$ cat config.mk
export PLATFORM = sky130hd
export DESIGN_NAME = loom_axi_dma_master_flat
export DESIGN_NICKNAME = d
export VERILOG_FILES = /design/src/rtl/loom_axi_dma_master_if.sv /design/src/rtl/loom_axi_dma_master.sv /design/src/flat_wrapper.sv
export SDC_FILE = /design/constraint.sdc
export NUM_CORES = 1
export LEC_CHECK = 0
export ABC_AREA = 1
export CORE_AREA = 2 2 320 322
export DETAILED_ROUTE_END_ITERATION = 6
export DIE_AREA = 0 0 322 324
export PLACE_DENSITY_LB_ADDON = 0.2
export RECOVER_POWER = 25
export SETUP_SLACK_MARGIN = 0.15
export SYNTH_ARGS = -nofsm -noshare
export SYNTH_HDL_FRONTEND = slang
export SYNTH_SLANG_ARGS = --single-unit
$ cat constraint.sdc
create_clock -name clk_i -period 3.5 [get_ports clk_i]
set_clock_uncertainty 0.2 [all_clocks]
set_input_delay 0.35 -clock clk_i [delete_from_list [all_inputs] [get_ports clk_i]]
set_output_delay 0.35 -clock clk_i [all_outputs]
set_load 0.05 [all_outputs]
$ cat src/rtl/loom_axi_dma_master_if.sv
// loom_axi_dma_master_if: AXI4 full-width bus between the DMA master and its slave.
// Carries all five channels; parameters must match the master instance.
interface loom_axi_dma_master_if #(
  parameter int DATA_WIDTH = 128,
  parameter int ADDR_WIDTH = 64,
  parameter int ID_WIDTH   = 4
);
  logic [ID_WIDTH-1:0]     awid;
  logic [ADDR_WIDTH-1:0]   awaddr;
  logic [7:0]              awlen;
  logic [2:0]              awsize;
  logic [1:0]              awburst;
  logic [2:0]              awprot;
  logic                    awlock;
  logic [3:0]              awcache;
  logic                    awvalid;
  logic                    awready;

  logic [DATA_WIDTH-1:0]   wdata;
  logic [DATA_WIDTH/8-1:0] wstrb;
  logic                    wlast;
  logic                    wvalid;
  logic                    wready;

  logic [ID_WIDTH-1:0]     bid;
  logic [1:0]              bresp;
  logic                    bvalid;
  logic                    bready;

  logic [ID_WIDTH-1:0]     arid;
  logic [ADDR_WIDTH-1:0]   araddr;
  logic [7:0]              arlen;
  logic [2:0]              arsize;
  logic [1:0]              arburst;
  logic [2:0]              arprot;
  logic                    arlock;
  logic [3:0]              arcache;
  logic                    arvalid;
  logic                    arready;

  logic [ID_WIDTH-1:0]     rid;
  logic [DATA_WIDTH-1:0]   rdata;
  logic [1:0]              rresp;
  logic                    rlast;
  logic                    rvalid;
  logic                    rready;

  modport master (
    output awid, awaddr, awlen, awsize, awburst,
    output awprot, awlock, awcache, awvalid,
    input  awready,
    output wdata, wstrb, wlast, wvalid,
    input  wready,
    input  bid, bresp, bvalid,
    output bready,
    output arid, araddr, arlen, arsize, arburst,
    output arprot, arlock, arcache, arvalid,
    input  arready,
    input  rid, rdata, rresp, rlast, rvalid,
    output rready
  );

  modport slave (
    input  awid, awaddr, awlen, awsize, awburst,
    input  awprot, awlock, awcache, awvalid,
    output awready,
    input  wdata, wstrb, wlast, wvalid,
    output wready,
    output bid, bresp, bvalid,
    input  bready,
    input  arid, araddr, arlen, arsize, arburst,
    input  arprot, arlock, arcache, arvalid,
    output arready,
    output rid, rdata, rresp, rlast, rvalid,
    input  rready
  );
endinterface

$ cat src/rtl/loom_axi_dma_master.sv
// loom_axi_dma_master: single-descriptor AXI4 INCR burst DMA master.
// Define LOOM_DMA_4K_SPLIT_EN to keep every burst inside one 4 KiB page.
module loom_axi_dma_master #(
  parameter int DATA_WIDTH      = 128,
  parameter int ADDR_WIDTH      = 64,
  parameter int ID_WIDTH        = 4,
  parameter logic [ID_WIDTH-1:0] AXI_ID = '0,
  parameter int MAX_BURST_BEATS = 16,
  parameter int BEATS_WIDTH     = 20
) (
  input  logic                   clk_i,
  input  logic                   rst_i,
  input  logic                   desc_valid_i,
  output logic                   desc_ready_o,
  input  logic                   desc_write_i,
  input  logic [ADDR_WIDTH-1:0]  desc_addr_i,
  input  logic [BEATS_WIDTH-1:0] desc_beats_i,
  output logic                   done_valid_o,
  input  logic                   done_ready_i,
  output logic [1:0]             done_resp_o,
  input  logic [DATA_WIDTH-1:0]  s_data_i,
  input  logic                   s_valid_i,
  output logic                   s_ready_o,
  output logic [DATA_WIDTH-1:0]  m_data_o,
  output logic                   m_valid_o,
  input  logic                   m_ready_i,
  output logic                   m_last_o,
  loom_axi_dma_master_if.master  m_axi
);
  localparam int BYTES      = DATA_WIDTH / 8;
  localparam int LSB        = $clog2(BYTES);
  localparam int PAGE_BEATS = 4096 / BYTES;
`ifdef LOOM_DMA_4K_SPLIT_EN
  localparam bit SPLIT_4K = 1'b1;
`else
  localparam bit SPLIT_4K = 1'b0;
`endif

  typedef enum logic [2:0] {
    IDLE, AW, W, B, AR, R, DONE
  } state_t;

  state_t                 state;
  logic [ADDR_WIDTH-1:0]  addr_q;
  logic [BEATS_WIDTH-1:0] rem_q;
  logic [8:0]             len_q;
  logic [7:0]             axlen_q;
  logic [8:0]             beat_q;
  logic [1:0]             resp_q;
  logic                   desc_ready_q;

  // Burst length from the page offset (in beats) and beats still owed.
  function automatic logic [8:0] burst_len(
    input logic [11-LSB:0]      ofs,
    input logic [BEATS_WIDTH-1:0] rem
  );
    logic [31:0] n;
    logic [31:0] pg;
    n  = 32'(rem);
    pg = 32'(PAGE_BEATS) - 32'(ofs);
    if (n > 32'(MAX_BURST_BEATS)) n = 32'(MAX_BURST_BEATS);
    if (SPLIT_4K && n > pg) n = pg;
    return n[8:0];
  endfunction

  logic [ADDR_WIDTH-1:0]  addr_nx;
  logic [BEATS_WIDTH-1:0] rem_nx;
  logic [8:0]             len_first;
  logic [8:0]             len_nx;
  logic                   wlast;
  logic                   in_w;
  logic                   in_r;

  assign addr_nx   = addr_q + (ADDR_WIDTH'(len_q) << LSB);
  assign rem_nx    = rem_q - BEATS_WIDTH'(len_q);
  assign len_first = burst_len(desc_addr_i[11:LSB], desc_beats_i);
  assign len_nx    = burst_len(addr_nx[11:LSB], rem_nx);
  assign in_w      = (state == W);
  assign in_r      = (state == R);
  assign wlast     = in_w && (beat_q == len_q - 9'd1);

  always_ff @(posedge clk_i or posedge rst_i) begin
    if (rst_i) begin
      state        <= IDLE;
      addr_q       <= '0;
      rem_q        <= '0;
      len_q        <= '0;
      axlen_q      <= '0;
      beat_q       <= '0;
      resp_q       <= 2'b00;
      desc_ready_q <= 1'b0;
    end else begin
      unique case (state)
        IDLE: begin
          desc_ready_q <= 1'b1;
          if (desc_valid_i && desc_ready_q) begin
            desc_ready_q <= 1'b0;
            addr_q       <= desc_addr_i;
            rem_q        <= desc_beats_i;
            resp_q       <= 2'b00;
            len_q        <= len_first;
            if (desc_beats_i == '0) begin
              state <= DONE;
            end else begin
              axlen_q <= 8'(len_first - 9'd1);
              state   <= desc_write_i ? AW : AR;
            end
          end
        end
        AW: begin
          beat_q <= '0;
          if (m_axi.awready) state <= W;
        end
        W: begin
          if (s_valid_i && m_axi.wready) begin
            beat_q <= beat_q + 9'd1;
            if (wlast) state <= B;
          end
        end
        B: begin
          if (m_axi.bvalid) begin
            if (m_axi.bresp != 2'b00 && resp_q == 2'b00)
              resp_q <= m_axi.bresp;
            addr_q  <= addr_nx;
            rem_q   <= rem_nx;
            len_q   <= len_nx;
            axlen_q <= 8'(len_nx - 9'd1);
            state   <= (rem_nx != '0) ? AW : DONE;
          end
        end
        AR: begin
          if (m_axi.arready) state <= R;
        end
        R: begin
          if (m_axi.rvalid && m_ready_i) begin
            if (m_axi.rresp != 2'b00 && resp_q == 2'b00)
              resp_q <= m_axi.rresp;
            if (m_axi.rlast) begin
              addr_q  <= addr_nx;
              rem_q   <= rem_nx;
              len_q   <= len_nx;
              axlen_q <= 8'(len_nx - 9'd1);
              state   <= (rem_nx != '0) ? AR : DONE;
            end
          end
        end
        DONE: begin
          if (done_ready_i) begin
            state        <= IDLE;
            desc_ready_q <= 1'b1;
          end
        end
        default: state <= IDLE;
      endcase
    end
  end

  assign desc_ready_o  = desc_ready_q;
  assign done_valid_o  = (state == DONE);
  assign done_resp_o   = resp_q;

  assign m_axi.awid    = AXI_ID;
  assign m_axi.awaddr  = addr_q;
  assign m_axi.awlen   = axlen_q;
  assign m_axi.awsize  = 3'(LSB);
  assign m_axi.awburst = 2'b01;
  assign m_axi.awprot  = 3'b000;
  assign m_axi.awlock  = 1'b0;
  assign m_axi.awcache = 4'b0011;
  assign m_axi.awvalid = (state == AW);

  // Write data is a straight pass-through of the source stream.
  assign m_axi.wdata   = in_w ? s_data_i : '0;
  assign m_axi.wstrb   = {BYTES{in_w}};
  assign m_axi.wlast   = wlast;
  assign m_axi.wvalid  = in_w && s_valid_i;
  assign s_ready_o     = in_w && m_axi.wready;
  assign m_axi.bready  = (state == B);

  assign m_axi.arid    = AXI_ID;
  assign m_axi.araddr  = addr_q;
  assign m_axi.arlen   = axlen_q;
  assign m_axi.arsize  = 3'(LSB);
  assign m_axi.arburst = 2'b01;
  assign m_axi.arprot  = 3'b000;
  assign m_axi.arlock  = 1'b0;
  assign m_axi.arcache = 4'b0011;
  assign m_axi.arvalid = (state == AR);

  assign m_axi.rready  = in_r && m_ready_i;
  assign m_valid_o     = in_r && m_axi.rvalid;
  assign m_data_o      = in_r ? m_axi.rdata : '0;
  assign m_last_o      = in_r && m_axi.rlast &&
                         (rem_q == BEATS_WIDTH'(len_q));
endmodule

$ cat src/flat_wrapper.sv
// flat-port wrapper written by rule: the top's interface ports become plain ports
module loom_axi_dma_master_flat 
#(
  parameter int DATA_WIDTH      = 128,
  parameter int ADDR_WIDTH      = 64,
  parameter int ID_WIDTH        = 4,
  parameter logic [ID_WIDTH-1:0] AXI_ID = '0,
  parameter int MAX_BURST_BEATS = 16,
  parameter int BEATS_WIDTH     = 20
)
  (clk_i, rst_i, desc_valid_i, desc_ready_o, desc_write_i, desc_addr_i, desc_beats_i, done_valid_o, done_ready_i, done_resp_o, s_data_i, s_valid_i, s_ready_o, m_data_o, m_valid_o, m_ready_i, m_last_o, m_axi_awid, m_axi_awaddr, m_axi_awlen, m_axi_awsize, m_axi_awburst, m_axi_awprot, m_axi_awlock, m_axi_awcache, m_axi_awvalid, m_axi_awready, m_axi_wdata, m_axi_wstrb, m_axi_wlast, m_axi_wvalid, m_axi_wready, m_axi_bid, m_axi_bresp, m_axi_bvalid, m_axi_bready, m_axi_arid, m_axi_araddr, m_axi_arlen, m_axi_arsize, m_axi_arburst, m_axi_arprot, m_axi_arlock, m_axi_arcache, m_axi_arvalid, m_axi_arready, m_axi_rid, m_axi_rdata, m_axi_rresp, m_axi_rlast, m_axi_rvalid, m_axi_rready);
  loom_axi_dma_master_if #(.DATA_WIDTH(DATA_WIDTH), .ADDR_WIDTH(ADDR_WIDTH), .ID_WIDTH(ID_WIDTH)) m_axi_i ();
  input  logic clk_i;
  input  logic rst_i;
  input  logic desc_valid_i;
  output logic desc_ready_o;
  input  logic desc_write_i;
  input  logic [ADDR_WIDTH-1:0] desc_addr_i;
  input  logic [BEATS_WIDTH-1:0] desc_beats_i;
  output logic done_valid_o;
  input  logic done_ready_i;
  output logic [1:0] done_resp_o;
  input  logic [DATA_WIDTH-1:0] s_data_i;
  input  logic s_valid_i;
  output logic s_ready_o;
  output logic [DATA_WIDTH-1:0] m_data_o;
  output logic m_valid_o;
  input  logic m_ready_i;
  output logic m_last_o;
  output wire logic [$bits(m_axi_i.awid)-1:0] m_axi_awid;
  output wire logic [$bits(m_axi_i.awaddr)-1:0] m_axi_awaddr;
  output wire logic [$bits(m_axi_i.awlen)-1:0] m_axi_awlen;
  output wire logic [$bits(m_axi_i.awsize)-1:0] m_axi_awsize;
  output wire logic [$bits(m_axi_i.awburst)-1:0] m_axi_awburst;
  output wire logic [$bits(m_axi_i.awprot)-1:0] m_axi_awprot;
  output wire logic [$bits(m_axi_i.awlock)-1:0] m_axi_awlock;
  output wire logic [$bits(m_axi_i.awcache)-1:0] m_axi_awcache;
  output wire logic [$bits(m_axi_i.awvalid)-1:0] m_axi_awvalid;
  input wire logic [$bits(m_axi_i.awready)-1:0] m_axi_awready;
  output wire logic [$bits(m_axi_i.wdata)-1:0] m_axi_wdata;
  output wire logic [$bits(m_axi_i.wstrb)-1:0] m_axi_wstrb;
  output wire logic [$bits(m_axi_i.wlast)-1:0] m_axi_wlast;
  output wire logic [$bits(m_axi_i.wvalid)-1:0] m_axi_wvalid;
  input wire logic [$bits(m_axi_i.wready)-1:0] m_axi_wready;
  input wire logic [$bits(m_axi_i.bid)-1:0] m_axi_bid;
  input wire logic [$bits(m_axi_i.bresp)-1:0] m_axi_bresp;
  input wire logic [$bits(m_axi_i.bvalid)-1:0] m_axi_bvalid;
  output wire logic [$bits(m_axi_i.bready)-1:0] m_axi_bready;
  output wire logic [$bits(m_axi_i.arid)-1:0] m_axi_arid;
  output wire logic [$bits(m_axi_i.araddr)-1:0] m_axi_araddr;
  output wire logic [$bits(m_axi_i.arlen)-1:0] m_axi_arlen;
  output wire logic [$bits(m_axi_i.arsize)-1:0] m_axi_arsize;
  output wire logic [$bits(m_axi_i.arburst)-1:0] m_axi_arburst;
  output wire logic [$bits(m_axi_i.arprot)-1:0] m_axi_arprot;
  output wire logic [$bits(m_axi_i.arlock)-1:0] m_axi_arlock;
  output wire logic [$bits(m_axi_i.arcache)-1:0] m_axi_arcache;
  output wire logic [$bits(m_axi_i.arvalid)-1:0] m_axi_arvalid;
  input wire logic [$bits(m_axi_i.arready)-1:0] m_axi_arready;
  input wire logic [$bits(m_axi_i.rid)-1:0] m_axi_rid;
  input wire logic [$bits(m_axi_i.rdata)-1:0] m_axi_rdata;
  input wire logic [$bits(m_axi_i.rresp)-1:0] m_axi_rresp;
  input wire logic [$bits(m_axi_i.rlast)-1:0] m_axi_rlast;
  input wire logic [$bits(m_axi_i.rvalid)-1:0] m_axi_rvalid;
  output wire logic [$bits(m_axi_i.rready)-1:0] m_axi_rready;
  assign m_axi_awid = m_axi_i.awid;
  assign m_axi_awaddr = m_axi_i.awaddr;
  assign m_axi_awlen = m_axi_i.awlen;
  assign m_axi_awsize = m_axi_i.awsize;
  assign m_axi_awburst = m_axi_i.awburst;
  assign m_axi_awprot = m_axi_i.awprot;
  assign m_axi_awlock = m_axi_i.awlock;
  assign m_axi_awcache = m_axi_i.awcache;
  assign m_axi_awvalid = m_axi_i.awvalid;
  assign m_axi_i.awready = m_axi_awready;
  assign m_axi_wdata = m_axi_i.wdata;
  assign m_axi_wstrb = m_axi_i.wstrb;
  assign m_axi_wlast = m_axi_i.wlast;
  assign m_axi_wvalid = m_axi_i.wvalid;
  assign m_axi_i.wready = m_axi_wready;
  assign m_axi_i.bid = m_axi_bid;
  assign m_axi_i.bresp = m_axi_bresp;
  assign m_axi_i.bvalid = m_axi_bvalid;
  assign m_axi_bready = m_axi_i.bready;
  assign m_axi_arid = m_axi_i.arid;
  assign m_axi_araddr = m_axi_i.araddr;
  assign m_axi_arlen = m_axi_i.arlen;
  assign m_axi_arsize = m_axi_i.arsize;
  assign m_axi_arburst = m_axi_i.arburst;
  assign m_axi_arprot = m_axi_i.arprot;
  assign m_axi_arlock = m_axi_i.arlock;
  assign m_axi_arcache = m_axi_i.arcache;
  assign m_axi_arvalid = m_axi_i.arvalid;
  assign m_axi_i.arready = m_axi_arready;
  assign m_axi_i.rid = m_axi_rid;
  assign m_axi_i.rdata = m_axi_rdata;
  assign m_axi_i.rresp = m_axi_rresp;
  assign m_axi_i.rlast = m_axi_rlast;
  assign m_axi_i.rvalid = m_axi_rvalid;
  assign m_axi_rready = m_axi_i.rready;
  loom_axi_dma_master #(.DATA_WIDTH(DATA_WIDTH), .ADDR_WIDTH(ADDR_WIDTH), .ID_WIDTH(ID_WIDTH), .AXI_ID(AXI_ID), .MAX_BURST_BEATS(MAX_BURST_BEATS), .BEATS_WIDTH(BEATS_WIDTH)) u_core (.clk_i(clk_i), .rst_i(rst_i), .desc_valid_i(desc_valid_i), .desc_ready_o(desc_ready_o), .desc_write_i(desc_write_i), .desc_addr_i(desc_addr_i), .desc_beats_i(desc_beats_i), .done_valid_o(done_valid_o), .done_ready_i(done_ready_i), .done_resp_o(done_resp_o), .s_data_i(s_data_i), .s_valid_i(s_valid_i), .s_ready_o(s_ready_o), .m_data_o(m_data_o), .m_valid_o(m_valid_o), .m_ready_i(m_ready_i), .m_last_o(m_last_o), .m_axi(m_axi_i));
endmodule
==> report_table.html <==
<table>
<tr><th>Metric</th><th>Value</th></tr>
<tr><th colspan="2">GRT</th></tr>
<tr><td>Pin count of the biggest net entering global routing</td><td>117</td></tr>
<tr><td>Total track usage</td><td>14.5%</td></tr>
<tr><td>Wire length of the first global-routing pass</td><td>109,000 um</td></tr>
<tr><td>Number of antenna violations at the first check in global routing</td><td>28</td></tr>
<tr><td>Total overflow reported by the global router</td><td>0</td></tr>
<tr><td>Via count of the first global-routing pass</td><td>15.0k</td></tr>
<tr><th colspan="2">Layout</th></tr>
<tr><td>Final net count</td><td>3,206</td></tr>
<tr><td>Fraction of layout instances using a drive strength above 1</td><td>14.7%</td></tr>
<tr><td>Final Util</td><td>21.5%</td></tr>
<tr><td>Area Overhead vs Synth</td><td>79.8%</td></tr>
<tr><td>Final cell area excluding filler cells</td><td>21,700 um^2</td></tr>
<tr><th colspan="2">Power</th></tr>
<tr><td>PwrDens</td><td>892 nW/um^2</td></tr>
<tr><td>Leakage power total</td><td>0.0102 uW</td></tr>
<tr><td>Pwr Total</td><td>19,400 uW</td></tr>
<tr><td>Peak supply drop</td><td>0.531 mV</td></tr>
<tr><th colspan="2">Floorplanning</th></tr>
<tr><td>Floorplan die height</td><td>324 um</td></tr>
<tr><td>Floorplan die area</td><td>104,000 um^2</td></tr>
<tr><td>Placeable core region</td><td>101,000 um^2</td></tr>
<tr><td>Std cell rows</td><td>117</td></tr>
<tr><td>Horizontal extent of the die</td><td>322 um</td></tr>
<tr><td>Starting density of the core</td><td>12.0%</td></tr>
<tr><td>Number of placed I/O pins</td><td>828</td></tr>
<tr><th colspan="2">Logic synthesis</th></tr>
<tr><td>Yosys warning count</td><td>0</td></tr>
<tr><td>Most used DFF post-synth</td><td>sky130_fd_sc_hd__dfrtp_1</td></tr>
<tr><td>Most frequent cell after synthesis</td><td>sky130_fd_sc_hd__inv_1</td></tr>
<tr><td>Mean area per synthesized cell</td><td>5.84 um^2</td></tr>
<tr><td>Sequential fraction of the synthesis area</td><td>24.0%</td></tr>
<tr><td>Most area-hungry cell type in the Yosys netlist</td><td>sky130_fd_sc_hd__dfrtp_1</td></tr>
<tr><td>Gate Count Post-Synth</td><td>2,069</td></tr>
<tr><td>Flops &amp; latches, synth</td><td>116</td></tr>
<tr><td>Most used standard cells in the synthesized netlist</td><td>sky130_fd_sc_hd__inv_1, sky130_fd_sc_hd__nor2_1, sky130_fd_sc_hd__nand2_1</td></tr>
<tr><td>Async S/R FF share, synth</td><td>100%</td></tr>
<tr><td>Number of distinct library cell variants in the gate-level netlist after synthesis</td><td>53</td></tr>
<tr><td>Number of enable flip-flop cells after synthesis</td><td>0</td></tr>
<tr><td>Fraction of post-synthesis cell area in the top cell type by area</td><td>24.0%</td></tr>
<tr><td>Cell types with the largest area share after synthesis</td><td>sky130_fd_sc_hd__dfrtp_1, sky130_fd_sc_hd__inv_1, sky130_fd_sc_hd__nor2_1</td></tr>
<tr><td>Synthesized cell area</td><td>12,100 um^2</td></tr>
<tr><th colspan="2">Route</th></tr>
<tr><td>Detailed Route WL</td><td>80,000 um</td></tr>
<tr><td>Vias</td><td>15.2k</td></tr>
<tr><td>Per-cell via count in the routed design</td><td>3.66</td></tr>
<tr><td>Drt first pass iters</td><td>7</td></tr>
<tr><td>Count of antenna-violating nets left after detailed routing</td><td>0</td></tr>
<tr><td>Routed length per placed instance</td><td>19.3 um</td></tr>
<tr><td>Met3 routed wirelength</td><td>5870 um</td></tr>
<tr><td>Wire length on met1</td><td>33,200 um</td></tr>
<tr><td>Iter 0 DRT Violations</td><td>804</td></tr>
<tr><td>Max Used Layer</td><td>met5</td></tr>
<tr><td>Post-route DRC</td><td>0</td></tr>
<tr><td>Detailed-routed wire length on met2</td><td>39,700 um</td></tr>
<tr><th colspan="2">CTS</th></tr>
<tr><td>CTS Buffer Depth</td><td>2</td></tr>
<tr><td>Worst-skew pair later-pin latency</td><td>0.45 ns</td></tr>
<tr><td>H-tree depth</td><td>4</td></tr>
<tr><td>Hold buffer count at CTS</td><td>0</td></tr>
<tr><td>Total CTS buffers</td><td>17</td></tr>
<tr><td>Total number of clock tree sinks</td><td>116</td></tr>
<tr><td>Root Driver</td><td>sky130_fd_sc_hd__clkbuf_16</td></tr>
<tr><td>Clock tree from TritonCTS</td><td>built</td></tr>
<tr><td>CTS clock-pin slew for the worst setup and hold paths</td><td>0.05 ns</td></tr>
<tr><th colspan="2">Critical path</th></tr>
<tr><td>Critical path endpoint</td><td>m_axi_wdata[109]</td></tr>
<tr><td>Depth of the worst register-to-register path</td><td>25</td></tr>
<tr><td>CP required</td><td>2.95 ns</td></tr>
<tr><td>Reg2Reg Capture Point</td><td>u_core.m_axi.arlen[4]</td></tr>
<tr><td>Startpoint type of the worst setup path</td><td>register</td></tr>
<tr><td>Data arrival time at the worst-slack endpoint</td><td>2.64 ns</td></tr>
<tr><td>Flop2flop setup slack</td><td>0.32 ns</td></tr>
<tr><td>Startpoint-to-endpoint class of the critical path</td><td>reg -&gt; out</td></tr>
<tr><td>Critical Path Start</td><td>u_core.state[2]</td></tr>
<tr><td>Crit. End Element</td><td>primary output</td></tr>
<tr><td>Worst-path fanout max</td><td>63</td></tr>
<tr><td>Reg-to-Reg Start</td><td>u_core.len_q[0]</td></tr>
<tr><th colspan="2">Run status</th></tr>
<tr><td>Run status</td><td>finished with violations</td></tr>
<tr><td>Violations in the final reports</td><td>max-capacitance violations, max-slew violations</td></tr>
<tr><th colspan="2">STA</th></tr>
<tr><td>Slew at the pin with the worst max-slew slack</td><td>1.95 ns</td></tr>
<tr><td>Setup violators final</td><td>0</td></tr>
<tr><td>Final critical-path required period</td><td>3.19 ns</td></tr>
<tr><td>Final Max Slew Viols</td><td>117</td></tr>
<tr><td>Max-slew headroom at the worst pin</td><td>-29.7%</td></tr>
<tr><td>Max Clk Rate</td><td>313 MHz</td></tr>
<tr><td>Unrepaired setup endpoints after global routing</td><td>true</td></tr>
<tr><td>Final number of hold-violating endpoints</td><td>0</td></tr>
<tr><td>Final clock period utilization by the worst path</td><td>91.2%</td></tr>
<tr><th colspan="2">Job</th></tr>
<tr><td>Max-cap violations</td><td>1</td></tr>
<tr><th colspan="2">Hold path</th></tr>
<tr><td>Beginning of the worst hold path</td><td>desc_addr_i[0]</td></tr>
<tr><td>Type of the worst min-delay path</td><td>in -&gt; reg</td></tr>
<tr><th colspan="2">Placed design</th></tr>
<tr><td>HPWL Detailed</td><td>68,200 um</td></tr>
<tr><td>Number of input and output port buffers inserted</td><td>785</td></tr>
<tr><td>Area after detailed placement</td><td>20,900 um^2</td></tr>
<tr><td>Gpl congestion</td><td>0.848</td></tr>
</table>
==> state kept, by name (all words and copies together) (netlist names) <==
name / flops
u_core.m_axi.arlen: 8
u_core.m_axi.araddr: 64
u_core.state: 3
u_core.beat_q: 9
u_core.rem_q: 20
u_core.len_q: 9
u_core.done_resp_o: 2
u_core.desc_ready_o: 1
==> worst min-delay path by stage <==
stage | to | cells past startpoint
6_report | u_core.m_axi.araddr[0] | 3
5_1_grt | u_core.m_axi.araddr[0] | 3
4_1_cts | u_core.m_axi.araddr[2] | 3
3_5_place_dp | u_core.rem_q[4] | 2
3_3_place_gp | u_core.rem_q[4] | 2
2_1_floorplan | u_core.rem_q[4] | 2
==> routing by layer <==
layer	vias up	track usage, %
met4	36	3.00
met3	69	4.65
met5	-	0
met1	6911	17.3
met2	467	25.3
li1	7699	-
==> through the flow <==
step | hold WS, ns | worst slack [ns] | TNS [ns] | cells
detailed placement | 0.296 | -0.141 | -0.182 | 4102
CTS | 0.221 | 0.123 | 0 | 4135
global placement | 0.291 | -0.106 | -0.117 | 4102
floorplan | 0.263 | 0.274 | 0 | 2101
global route | 0.246 | 0.0265 | 0 | 4141
finish | 0.257 | 0.308 | 0 | 4145
==> worst max-delay path, cell delays in order, from the launching register on <==
cell and delay [ns]:
sky130_fd_sc_hd__dfrtp_1 0.49, sky130_fd_sc_hd__nor3_4 0.29, sky130_fd_sc_hd__inv_6 0.20, sky130_fd_sc_hd__buf_4 0.27, sky130_fd_sc_hd__nor2_1 0.09, sky130_fd_sc_hd__clkdlybuf4s50_1 0.80
==> cells by family (layout without fill, tap and decap cells) <==
kind of cell | count (synthesis) | count (layout) | synth area share (%)
AOI/OAI and AO/OA | 261 | 261 | 12.5
xor gates and xnor gates | 28 | 28 | 2.03
adders and majority gates | 23 | 23 | 2.51
buffers and inverters | 651 | 1380 | 24.3
DFF | 116 | 116 | 24.0
muxes | 2 | 2 | 0.186
other | 2 | 40 | 0.0621
and+or+nand+nor | 986 | 986 | 34.4
==> final cells by class <==
cell class                      instances  area, um^2
Clock inverter                          8        77.6
Fill cell                           11600       79300
Multi-Input combinational cell       1334        6650
Antenna cell                            6        15.0
Inverter                              464        1760
Sequential cell                       116        2900
Tap cell                             1309        1640
Timing Repair Buffer                  885        8220
Clock buffer                           23         468
==> power breakdown <==
group	internal [uW]	switching [uW]	total, uW
Sequential	1950	944	2900
Combinational	4750	10000	14800
Clock	1010	713	1720
==> repair_timing <==
| action | in CTS | in global routing |
|---|---|---|
| setup endpoints to repair | 43 | 51 |
| gates resized for setup | 12 | 65 |
| pin swaps | 3 | 16 |
| buffers inserted | 2 | 4 |
==> cells in the final DEF, fill, tap and decap left out, drive strengths merged, types with 13 or more instances in the layout <==
cell / netlist / routed
xor2: 21 / 21
nand4: 32 / 32
dfrtp: 116 / 116
a31oi: 13 / 13
clkbuf: 46 / 25
nor2: 450 / 450
inv: 462 / 463
nor3: 43 / 43
o211ai: 29 / 29
buf: 141 / 281
a21oi: 56 / 56
nand2: 332 / 332
conb: 2 / 34
or2: 17 / 17
o21ai: 126 / 126
dlygate4sd3: 0 / 44
clkdlybuf4s50: 0 / 558
o22ai: 15 / 15
ha: 21 / 21
nand3: 86 / 86
Note: power is estimated with default switching activity, not from simulation.
